==> config.mk <==
export PLATFORM = sky130hd
export DESIGN_NAME = mem_arbiter_flat
export DESIGN_NICKNAME = d
export VERILOG_FILES = /design/src/rtl/mem_arbiter_if.sv /design/src/rtl/mem_arbiter.sv /design/src/flat_wrapper.sv
export SDC_FILE = /design/constraint.sdc
export NUM_CORES = 1
export LEC_CHECK = 0
export BUFFER_PORTS_ARGS = -buffer_cell sky130_fd_sc_hd__buf_2
export CORE_AREA = 5 5 205 207
export DETAILED_ROUTE_END_ITERATION = 6
export DIE_AREA = 0 0 210 212
export GPL_TIMING_DRIVEN = 1
export PLACE_DENSITY = 0.53
export RECOVER_POWER = 25
export SYNTH_ARGS = -nofsm -noshare
export SYNTH_HDL_FRONTEND = slang
export SYNTH_SLANG_ARGS = --single-unit
==> constraint.sdc <==
create_clock -name clk -period 12.4 [get_ports clk]
set_clock_uncertainty 0.1 [all_clocks]
set_input_delay 2.48 -clock clk [delete_from_list [all_inputs] [get_ports clk]]
set_output_delay 2.48 -clock clk [all_outputs]
set_load 0.005 [all_outputs]
==> src/rtl/mem_arbiter_if.sv <==
// Channel bundle for mem_arbiter: IFU request/response, LSU request/response and the shared memory port.
// slave is the arbiter's view; master is the view of the surrounding core and memory.
interface mem_arbiter_if #(
   parameter int ADDR_W = 64,
   parameter int DATA_W = 64
);
   logic                  ifu_valid;
   logic                  ifu_ready;
   logic [ADDR_W-1:0]     ifu_addr;
   logic                  ifu_rvalid;
   logic                  ifu_rready;
   logic [DATA_W-1:0]     ifu_rdata;

   logic                  lsu_valid;
   logic                  lsu_ready;
   logic [ADDR_W-1:0]     lsu_addr;
   logic                  lsu_wen;
   logic [DATA_W-1:0]     lsu_wdata;
   logic [DATA_W/8-1:0]   lsu_wmask;
   logic                  lsu_rvalid;
   logic                  lsu_rready;
   logic [DATA_W-1:0]     lsu_rdata;

   logic                  mem_valid;
   logic                  mem_ready;
   logic [ADDR_W-1:0]     mem_addr;
   logic                  mem_wen;
   logic [DATA_W-1:0]     mem_wdata;
   logic [DATA_W/8-1:0]   mem_wmask;
   logic                  mem_rvalid;
   logic [DATA_W-1:0]     mem_rdata;

   modport slave (
      input  ifu_valid, ifu_addr, ifu_rready,
      input  lsu_valid, lsu_addr, lsu_wen, lsu_wdata, lsu_wmask, lsu_rready,
      input  mem_ready, mem_rvalid, mem_rdata,
      output ifu_ready, ifu_rvalid, ifu_rdata,
      output lsu_ready, lsu_rvalid, lsu_rdata,
      output mem_valid, mem_addr, mem_wen, mem_wdata, mem_wmask
   );

   modport master (
      output ifu_valid, ifu_addr, ifu_rready,
      output lsu_valid, lsu_addr, lsu_wen, lsu_wdata, lsu_wmask, lsu_rready,
      output mem_ready, mem_rvalid, mem_rdata,
      input  ifu_ready, ifu_rvalid, ifu_rdata,
      input  lsu_ready, lsu_rvalid, lsu_rdata,
      input  mem_valid, mem_addr, mem_wen, mem_wdata, mem_wmask
   );
endinterface

==> src/rtl/mem_arbiter.sv <==
// Round-robin arbiter sharing one memory port between IFU reads and LSU reads/writes,
// one transaction outstanding, sequenced through IDLE -> REQ -> WAIT -> RESP.
module mem_arbiter #(
   parameter int ADDR_W = 64,
   parameter int DATA_W = 64
) (
   input  logic         clk,
   input  logic         rst,
   mem_arbiter_if.slave bus
);
   localparam int MASK_W = DATA_W / 8;

   typedef enum logic [1:0] {
      S_IDLE = 2'd0,
      S_REQ  = 2'd1,
      S_WAIT = 2'd2,
      S_RESP = 2'd3
   } state_t;

   state_t              r_state;
   state_t              w_next_state;
   logic                r_last_lsu;
   logic                r_owner_lsu;
   logic [ADDR_W-1:0]   r_addr;
   logic                r_wen;
   logic [DATA_W-1:0]   r_wdata;
   logic [MASK_W-1:0]   r_wmask;
   logic [DATA_W-1:0]   r_rdata;
   logic                w_grant_ifu;
   logic                w_grant_lsu;
   logic                w_accept;
   logic                w_owner_rready;
   logic                w_ifu_rvalid;
   logic                w_lsu_rvalid;

   // A lone requester wins; on conflict the side that was not granted last time wins.
   always_comb begin
      w_grant_ifu = 1'b0;
      w_grant_lsu = 1'b0;
      if (bus.ifu_valid && bus.lsu_valid) begin
         w_grant_ifu = r_last_lsu;
         w_grant_lsu = ~r_last_lsu;
      end else begin
         w_grant_ifu = bus.ifu_valid;
         w_grant_lsu = bus.lsu_valid;
      end
   end

   assign w_accept       = (r_state == S_IDLE) && (w_grant_ifu || w_grant_lsu);
   assign w_owner_rready = r_owner_lsu ? bus.lsu_rready : bus.ifu_rready;

   // Next-state logic; mem_rvalid outside WAIT is deliberately ignored.
   always_comb begin
      w_next_state = r_state;
      case (r_state)
         S_IDLE: if (w_accept)        w_next_state = S_REQ;  else w_next_state = S_IDLE;
         S_REQ:  if (bus.mem_ready)   w_next_state = S_WAIT; else w_next_state = S_REQ;
         S_WAIT: if (bus.mem_rvalid)  w_next_state = S_RESP; else w_next_state = S_WAIT;
         S_RESP: if (w_owner_rready)  w_next_state = S_IDLE; else w_next_state = S_RESP;
         default:                     w_next_state = S_IDLE;
      endcase
   end

   // State register.
   always_ff @(posedge clk or posedge rst) begin
      if (rst) begin
         r_state <= S_IDLE;
      end else begin
         r_state <= w_next_state;
      end
   end

   // Request latch: IFU fetches go out as plain reads, and reads never carry a byte mask.
   always_ff @(posedge clk or posedge rst) begin
      if (rst) begin
         r_last_lsu  <= 1'b0;
         r_owner_lsu <= 1'b0;
         r_addr      <= {ADDR_W{1'b0}};
         r_wen       <= 1'b0;
         r_wdata     <= {DATA_W{1'b0}};
         r_wmask     <= {MASK_W{1'b0}};
      end else if (w_accept) begin
         r_last_lsu  <= w_grant_lsu;
         r_owner_lsu <= w_grant_lsu;
         r_addr      <= w_grant_lsu ? bus.lsu_addr : bus.ifu_addr;
         r_wen       <= w_grant_lsu & bus.lsu_wen;
         r_wdata     <= w_grant_lsu ? bus.lsu_wdata : {DATA_W{1'b0}};
         r_wmask     <= (w_grant_lsu && bus.lsu_wen) ? bus.lsu_wmask : {MASK_W{1'b0}};
      end
   end

   // Response latch; a write acknowledge returns zero data.
   always_ff @(posedge clk or posedge rst) begin
      if (rst) begin
         r_rdata <= {DATA_W{1'b0}};
      end else if ((r_state == S_WAIT) && bus.mem_rvalid) begin
         r_rdata <= r_wen ? {DATA_W{1'b0}} : bus.mem_rdata;
      end
   end

   assign w_ifu_rvalid  = (r_state == S_RESP) && !r_owner_lsu;
   assign w_lsu_rvalid  = (r_state == S_RESP) &&  r_owner_lsu;

   assign bus.ifu_ready  = (r_state == S_IDLE) && w_grant_ifu;
   assign bus.lsu_ready  = (r_state == S_IDLE) && w_grant_lsu;
   assign bus.ifu_rvalid = w_ifu_rvalid;
   assign bus.lsu_rvalid = w_lsu_rvalid;
   assign bus.ifu_rdata  = w_ifu_rvalid ? r_rdata : {DATA_W{1'b0}};
   assign bus.lsu_rdata  = w_lsu_rvalid ? r_rdata : {DATA_W{1'b0}};

   assign bus.mem_valid  = (r_state == S_REQ);
   assign bus.mem_addr   = r_addr;
   assign bus.mem_wen    = r_wen;
   assign bus.mem_wdata  = r_wdata;
   assign bus.mem_wmask  = r_wmask;
endmodule

==> src/flat_wrapper.sv <==
// flat-port wrapper written by rule: the top's interface ports become plain ports
module mem_arbiter_flat 
#(
   parameter int ADDR_W = 64,
   parameter int DATA_W = 64
)
  (clk, rst, bus_ifu_valid, bus_ifu_addr, bus_ifu_rready, bus_lsu_valid, bus_lsu_addr, bus_lsu_wen, bus_lsu_wdata, bus_lsu_wmask, bus_lsu_rready, bus_mem_ready, bus_mem_rvalid, bus_mem_rdata, bus_ifu_ready, bus_ifu_rvalid, bus_ifu_rdata, bus_lsu_ready, bus_lsu_rvalid, bus_lsu_rdata, bus_mem_valid, bus_mem_addr, bus_mem_wen, bus_mem_wdata, bus_mem_wmask);
  mem_arbiter_if #(.ADDR_W(ADDR_W), .DATA_W(DATA_W)) bus_i ();
  input  logic clk;
  input  logic rst;
  input wire logic [$bits(bus_i.ifu_valid)-1:0] bus_ifu_valid;
  input wire logic [$bits(bus_i.ifu_addr)-1:0] bus_ifu_addr;
  input wire logic [$bits(bus_i.ifu_rready)-1:0] bus_ifu_rready;
  input wire logic [$bits(bus_i.lsu_valid)-1:0] bus_lsu_valid;
  input wire logic [$bits(bus_i.lsu_addr)-1:0] bus_lsu_addr;
  input wire logic [$bits(bus_i.lsu_wen)-1:0] bus_lsu_wen;
  input wire logic [$bits(bus_i.lsu_wdata)-1:0] bus_lsu_wdata;
  input wire logic [$bits(bus_i.lsu_wmask)-1:0] bus_lsu_wmask;
  input wire logic [$bits(bus_i.lsu_rready)-1:0] bus_lsu_rready;
  input wire logic [$bits(bus_i.mem_ready)-1:0] bus_mem_ready;
  input wire logic [$bits(bus_i.mem_rvalid)-1:0] bus_mem_rvalid;
  input wire logic [$bits(bus_i.mem_rdata)-1:0] bus_mem_rdata;
  output wire logic [$bits(bus_i.ifu_ready)-1:0] bus_ifu_ready;
  output wire logic [$bits(bus_i.ifu_rvalid)-1:0] bus_ifu_rvalid;
  output wire logic [$bits(bus_i.ifu_rdata)-1:0] bus_ifu_rdata;
  output wire logic [$bits(bus_i.lsu_ready)-1:0] bus_lsu_ready;
  output wire logic [$bits(bus_i.lsu_rvalid)-1:0] bus_lsu_rvalid;
  output wire logic [$bits(bus_i.lsu_rdata)-1:0] bus_lsu_rdata;
  output wire logic [$bits(bus_i.mem_valid)-1:0] bus_mem_valid;
  output wire logic [$bits(bus_i.mem_addr)-1:0] bus_mem_addr;
  output wire logic [$bits(bus_i.mem_wen)-1:0] bus_mem_wen;
  output wire logic [$bits(bus_i.mem_wdata)-1:0] bus_mem_wdata;
  output wire logic [$bits(bus_i.mem_wmask)-1:0] bus_mem_wmask;
  assign bus_i.ifu_valid = bus_ifu_valid;
  assign bus_i.ifu_addr = bus_ifu_addr;
  assign bus_i.ifu_rready = bus_ifu_rready;
  assign bus_i.lsu_valid = bus_lsu_valid;
  assign bus_i.lsu_addr = bus_lsu_addr;
  assign bus_i.lsu_wen = bus_lsu_wen;
  assign bus_i.lsu_wdata = bus_lsu_wdata;
  assign bus_i.lsu_wmask = bus_lsu_wmask;
  assign bus_i.lsu_rready = bus_lsu_rready;
  assign bus_i.mem_ready = bus_mem_ready;
  assign bus_i.mem_rvalid = bus_mem_rvalid;
  assign bus_i.mem_rdata = bus_mem_rdata;
  assign bus_ifu_ready = bus_i.ifu_ready;
  assign bus_ifu_rvalid = bus_i.ifu_rvalid;
  assign bus_ifu_rdata = bus_i.ifu_rdata;
  assign bus_lsu_ready = bus_i.lsu_ready;
  assign bus_lsu_rvalid = bus_i.lsu_rvalid;
  assign bus_lsu_rdata = bus_i.lsu_rdata;
  assign bus_mem_valid = bus_i.mem_valid;
  assign bus_mem_addr = bus_i.mem_addr;
  assign bus_mem_wen = bus_i.mem_wen;
  assign bus_mem_wdata = bus_i.mem_wdata;
  assign bus_mem_wmask = bus_i.mem_wmask;
  mem_arbiter #(.ADDR_W(ADDR_W), .DATA_W(DATA_W)) u_core (.clk(clk), .rst(rst), .bus(bus_i));
endmodule
* Word level (Yosys, flattened, before mapping)
Cells that the tools add are included.
Cells by class: add/subtract/negate cells 0, multipliers 0, divide/modulo/power cells 0, magnitude comparators 0, equal/unequal tests 3, shifts and indexed selects 0, mux-type cells 14, bitwise logic cells 2, reductions and logical operators 11
Operator list (count):
- $mux W64 | 5
- $logic_and A1 B1 Y1 | 8
- $mux W8 | 1
- $pmux W2 S4 | 1
- $mux W1 | 5
- $eq A2 B2 Y1 const B | 2
- $mux W2 | 2
- $eq A2 B1 Y1 const B | 1
- $logic_not A2 Y1 | 1
- $and A1 B1 Y1 | 1
- $logic_not A1 Y1 | 1
- $logic_or A1 B1 Y1 | 1
- $not A1 Y1 | 1
Word-level totals: register bits 204, bits in latches 0, RAM bits 0, memory bits (read-only) 0, input port bits 273, memories 0

* Logic depth before layout (Yosys ltp)
Gate-level depths: netlist of run 1.
depth after elaboration 6, mapped depth 6, depth with buffers taken out 3

* Worst setup path after synthesis of run 1
No wires, ideal clock.
path type input -> output, start input port bus_lsu_valid, end output port bus_lsu_ready, data arrival time 3032 ps, data required time 9820 ps, path slack 6788 ps, stages 3, path buffers 1, path through a21bo_2 nor3_2 buf_2
Between the ends: word-level cells in the longest chain between the ends 3
Ends and longest elaborated chain:
- start: declaration | RTL line flat_wrapper.sv:14 | input wire logic [$bits(bus_i.lsu_valid)-1:0] bus_lsu_valid;
- $logic_and A1 B1 Y1 | RTL line mem_arbiter.sv:40 | if (bus.ifu_valid && bus.lsu_valid) begin
- $mux W1 * | RTL line mem_arbiter.sv:40
- $logic_and A1 B1 Y1 * | RTL line mem_arbiter.sv:105 | assign bus.lsu_ready = (r_state == S_IDLE) && w_grant_lsu;
- end: declaration | RTL line flat_wrapper.sv:26 | output wire logic [$bits(bus_i.lsu_ready)-1:0] bus_lsu_ready;
Every way passes the cells marked *; elsewhere a longest branch is shown, timed or not.

==> reports/metrics.yaml, run 1 <==
path_clk_slew_ns: 0.06
avgViaCountPerCell: 4.38
crit_fanout: 79
first_global_vias: 8840
yosysWarningCount: 0
yosysUniqueCellTypes: 27
die_y_um: 212
cts_max_level: 1
drtAntennaViolNets: 0
gp_congestion: 0.849
cp_cell_sequence: "buf_2, clkinvlp_2, clkbuf_1"
cts_resized: 0
postCtsHoldBufs: 0
synth_top_family_by_area: "simple AND/OR/NAND/NOR gates"
core_sq_um: 40200
io_pins: 543
most-common-layout-cells: "buf_2 (518), dfrtp_1 (204), nand2_1 (194), and2_1 (128), a21oi_1 (66)"
power_density_nw_per_um2: 226
syn2layout_area_growth_pct: 41.8
fillers: 4294
drc: 0
portBuffers: 542
ys_seq_elements: 204
critPathKind: "input pin to async pin"
antenna_found_initial: 3
grt_max_degree: 122
synth_adder_area_share: 0
synthesis.area_sq_um: 9280
cts_made_buffers: 24
ir_worst_vdd_uv: 104
die_w_um: 210
root_buffer: "clkbuf_16"
worstMarginPinSlew_ns: 3.74
synth.avg_cell_area_sq_um: 9.63
post-route-min-period_ns: 7.19
clk_path_buf_depth: 3
crit_required_ns: 12.24
grt.overflow.total: 0
relSlewSlack: -1.50
outcome: "finished with violations"
finalSetupViolCount: 0
yosys.area_share.simple: 0.216
cp-start-kind: "input pin"
seq_area_frac_synth: 0.550
comb_power_share: 0.361
drive_above_1_share: 0.389
finalMaxSlewViolations: 206
grt_pass1_wl_um: 51400
fin_nets: 1729
p_switching_w: 0.00107
cpMaxStageDelayCell: "clkbuf_1"
intPower_w: 0.00189
synthXorXnorAreaFrac: 0
routed_wl_um: 34100
drv_cap: 3
track_usage: 0.141
initial_core_util: 0.231
end_kind: "async pin"
synthMuxAreaShare: 0.00108
clkPwrFrac: 0.250
hpwl_um: 24900
firstDrtPassIters: 4
drt_iter0_drc: 425
hold_path.class: "register to register"
wl_per_cell_um: 16.9
rows: 74
synth_compound_area_frac: 0.186
dieArea_sq_um: 44500
clkLatencyLatePin_ns: 0.52
max_freq_ghz: 0.139
final_util: 0.327
max_stage_delay_ns: 2.32
cp_data_arrival_time_ns: 7.03
swShare: 0.362
synth_cells: 964
fin_tns_setup_ns: 0
cp_num_buf_inv: 3
final_common_cell: "buf_2"
dr_total_vias: 8802
violations: "max-capacitance violations, max-slew violations"
cts_tree: "built"
hold_violations: 0
post_cts_buffers: 0
p_leak_nw: 6.87
reg2reg_slack_ns: 9.74
seq_power_share: 0.390
syn_nets: 1237
cts_num_sinks: 204
rsz0062_at_grt: "false"
critical-path-top-delay-family: "buffers and inverters"
finalPower_w: 0.00297
fin_crit_sh: 0.580
-- synthesized netlist by cell type --
cell | number | area (sq um)
nor2b_1 | 1 | 6.26
inv_1 | 2 | 7.51
or2_1 | 1 | 6.26
clkbuf_2 | 5 | 25.0
nand3b_1 | 1 | 7.51
a32o_1 | 8 | 80.1
a21boi_0 | 1 | 7.51
a21o_1 | 1 | 7.51
dfrtp_1 | 204 | 5100
a31oi_1 | 64 | 400
and2_1 | 129 | 807
a21bo_2 | 1 | 10.0
nand2_1 | 195 | 732
buf_1 | 2 | 7.51
mux2i_1 | 1 | 10.0
o21ai_1 | 16 | 80.1
nor3_2 | 1 | 10.0
nand3_1 | 1 | 5.00
nand4_1 | 1 | 6.26
clkbuf_1 | 22 | 82.6
a21oi_1 | 66 | 330
buf_4 | 8 | 60.1
o21ai_0 | 48 | 240
a22o_1 | 65 | 569
nor2_1 | 5 | 18.8
nand2b_1 | 65 | 407
buf_2 | 50 | 250
-- cell type report --
cell class                 count  area, sq um  share of cell area
antenna                        4         10.0            0.000761
multi-input combinational    671         3780               0.288
clock inverter                10          169              0.0128
tap                          532          666              0.0506
timing repair buffer         553         2760               0.210
sequential                   204         5100               0.388
clock buffer                  34          658              0.0500
inverter                       2         8.76            0.000666
-- final timing paths --
path	startpoint	to	cells after the start
worst min register to register	u_core.bus.mem_wmask[1]	u_core.bus.mem_wmask[1]	1
worst max-delay path	rst	u_core.r_rdata[51]	3
max in group clk	bus_ifu_valid	bus_lsu_ready	5
worst min-delay path	u_core.bus.mem_wmask[1]	u_core.bus.mem_wmask[1]	1
worst max register to register	u_core.r_state[0]	u_core.bus.mem_addr[29]	5
min in group asynchronous	rst	u_core.bus.mem_addr[8]	2
-- power groups by stage --
stage / logic (W) / clock network, W / registers (W)
3_3_place_gp: 0.00109 / 0 / 0.00116
4_1_cts: 0.00110 / 0.000766 / 0.00116
3_5_place_dp: 0.00111 / 0 / 0.00116
6_report: 0.00107 / 0.000741 / 0.00116
2_1_floorplan: 0.000622 / 0 / 0.00113
5_1_grt: 0.00120 / 0.000786 / 0.00120
-- cell families (layout without fill, tap and decap cells) --
group / Yosys count / after routing
flops: 204 / 204
mux: 1 / 1
other cells: 0 / 4
compound gates: 270 / 270
buf+inv: 89 / 599
simple gates: 400 / 400
-- registers in the layout, indices dropped and copies added (netlist names) --
name                  flops
u_core.bus.mem_addr      64
u_core.bus.mem_wdata     64
u_core.r_rdata           64
u_core.bus.mem_wmask      8
u_core.r_state            2
u_core.bus.mem_wen        1
u_core.r_last_lsu         1
-- through the flow --
stage                     std cells  hold slack, ns  worst slack, ns  area [sq um]
after CTS                      2006           0.391             6.15         13200
final                          2010           0.386             5.21         13200
after floorplan                 964           0.355             4.25          9280
after global routing           2009           0.402             3.92         13200
after global placement         1962           0.372             6.16         12400
after detailed placement       1962           0.376             6.15         12400
-- per-layer routing --
layer | routed length [um] | track usage | up-vias
li1 | - | - | 4258
met1 | 14400 | 0.183 | 4167
met2 | 16600 | 0.242 | 334
met3 | 2240 | 0.0300 | 43
met4 | 747 | 0.0389 | 0
met5 | 0 | 0 | -
No activity file was read; power rests on OpenSTA's default activity.
==> run 2: changes to the inputs <==
Settings changed: PLACE_DENSITY 0.53 to 0.55.
Clock period 12.4 ns to 6.6 ns, I/O delays scaled along.
==> run 2 against run 1 <==
Against the previous run: total power increased by 88%; core utilization rose by 0.068 points; final area rose by 0.21%; combinational power grew 88%; final cell count fell by 0.20%; die area unchanged; the flow still finishes with violations (max-capacitance violations, max-slew violations); critical endpoint is now u_core.bus.mem_addr[45].
==> reports/metrics.yaml, run 2 (synthesis gave the netlist of run 1 again) <==
antennaDiodeCount: 0  # -4
cp_data_arrival_time_ns: 4.30  # -2.73 ns
power_density_nw_per_um2: 422  # +87%
routed_wl_um: 33700  # -0.93%
io_pins: 543  # unchanged
violations: "max-capacitance violations, max-slew violations"
finalSetupViolCount: 0  # unchanged
cts_max_level: 1  # unchanged
die_y_um: 212  # unchanged
ir_worst_vdd_uv: 226  # +120%
hold_end: "u_core.bus.mem_wmask[7]"
rsz0062_at_grt: "false"
p_switching_w: 0.00201  # +87%
initial_core_util: 0.231  # unchanged
clkPwrFrac: 0.247  # -0.003
portBuffers: 542  # unchanged
cpMaxStageDelayCell: "clkbuf_1"
wl_per_cell_um: 16.8  # -0.73%
r2r-start: "u_core.r_state[0]"
dieArea_sq_um: 44500  # unchanged
root_buffer: "clkbuf_16"
drt_iter0_drc: 453  # +6.6%
max_stage_delay_ns: 2.55  # +0.23 ns
max_freq_ghz: 0.218
intPower_w: 0.00356  # +88%
fin_tns_setup_ns: 0  # unchanged
critPathKind: "input pin to async pin"
comb_power_share: 0.362  # about the same
clkLatencyLatePin_ns: 0.52  # about the same
fin_crit_sh: 0.695
cp-start-kind: "input pin"
path_clk_slew_ns: 0.06  # about the same
syn2layout_area_growth_pct: 42.1
clk_path_buf_depth: 3  # unchanged
whs_path_depth: 1  # unchanged
reg2reg_slack_ns: 3.51  # -6.23 ns
seq_area_sq_um: 5100  # unchanged
crit_required_ns: 6.31  # -5.93 ns
outcome: "finished with violations"
avgViaCountPerCell: 4.39  # +0.30%
finalMaxSlewViolations: 127  # -38%
hold_violations: 0  # unchanged
min_from: "u_core.bus.mem_wmask[7]"
drtAntennaViolNets: 0  # unchanged
cp_num_buf_inv: 3  # unchanged
post_cts_buffers: 0  # unchanged
rows: 74  # unchanged
hold_path.class: "register to register"
fin_nets: 1731  # +0.12%
drc: 0  # unchanged
dp_cells: 1964  # +0.10%
relSlewSlack: -1.40  # +0.104
firstDrtPassIters: 5  # +1
worstMarginPinSlew_ns: 3.60  # -0.136 ns
reg2reg_to: "u_core.bus.mem_wdata[40]"
grt_max_degree: 108  # -11%
cts_made_buffers: 24  # unchanged
crit_fanout: 61  # -23%
cts_num_sinks: 204  # unchanged
cp_cell_sequence: "buf_2, clkinvlp_2, clkbuf_1"
gp_congestion: 0.803  # -5.4%
fillers: 4192  # -2.4%
first_global_vias: 8871  # +0.35%
post-route-min-period_ns: 4.59
hpwl_um: 24800  # -0.31%
cts_tree: "built"
most-common-layout-cells: "buf_2 (542), dfrtp_1 (204), nand2_1 (194), and2_1 (128), a21oi_1 (66)"
critical-path-top-delay-family: "buffers and inverters"
grt_pass1_wl_um: 50700  # -1.4%
layout.cells.non_filler: 2006  # -0.20%
die_w_um: 210  # unchanged
swShare: 0.360  # -0.00131
drv_cap: 2  # -1
grt.overflow.total: 0  # unchanged
antenna_found_initial: 1  # -2
end_kind: "async pin"
postCtsHoldBufs: 0  # unchanged
track_usage: 0.140  # -0.00159
final_common_cell: "buf_2"
reg2reg_depth: 5  # unchanged
cts_resized: 0  # unchanged
core_sq_um: 40200  # unchanged
multi_input_area_sq_um: 3780  # unchanged
drive_above_1_share: 0.408  # +0.0190
dr_total_vias: 8811  # +0.10%
seq_power_share: 0.391  # about the same
p_leak_nw: 6.94  # +0.97%
[run 2: routing by layer]
metal	routed length [um]	track usage	vias up	part of all wire
met5	7	0	-	0.00021
met4	997	0.0466	2	0.030
met3	2630	0.0313	58	0.078
met2	16000	0.236	375	0.47
met1	14100	0.179	4123	0.42
li1	-	-	4253	-
[run 2: worst max path at each step]
stage | from | to | slack (ns) | cells past startpoint
after global routing | rst | u_core.bus.mem_addr[56] | 1.28 | 3
after global placement | bus_ifu_valid | bus_lsu_ready | 2.95 | 4
after floorplan | rst | u_core.bus.mem_addr[0] | 2.54 | 1
final | rst | u_core.bus.mem_addr[45] | 2.01 | 3
after CTS | u_core.r_state[1] | bus_ifu_rdata[7] | 2.64 | 4
after detailed placement | bus_ifu_valid | bus_lsu_ready | 2.95 | 4
[run 2: final cells by class]
cell class / instances / area share
clock buffer: 32 / 0.0516
sequential: 204 / 0.387
timing repair buffer: 555 / 0.212
inverter: 2 / 0.000664
tap: 532 / 0.0505
clock inverter: 10 / 0.0108
multi-input combinational: 671 / 0.287
[run 2: metrics by stage]
step	total power [W]	hold slack, ns	utilization	cell area, sq um	setup WS, ns
after floorplan	0.00328	0.355	-	9280	2.54
after global placement	0.00422	0.374	0.308	12400	2.95
after detailed placement	0.00426	0.376	0.308	12400	2.95
after CTS	0.00567	0.389	0.328	13200	2.64
after global routing	0.00598	0.412	0.328	13200	1.28
final	0.00557	0.385	0.328	13200	2.01
[run 2: power by group through the flow]
| stage | logic (W) | clock network [W] | registers (W) |
|---|---|---|---|
| finish | 0.00201 | 0.00138 | 0.00218 |
| CTS | 0.00206 | 0.00143 | 0.00218 |
| floorplan | 0.00117 | 0 | 0.00212 |
| global route | 0.00226 | 0.00148 | 0.00224 |
| detailed placement | 0.00207 | 0 | 0.00218 |
| global placement | 0.00204 | 0 | 0.00218 |
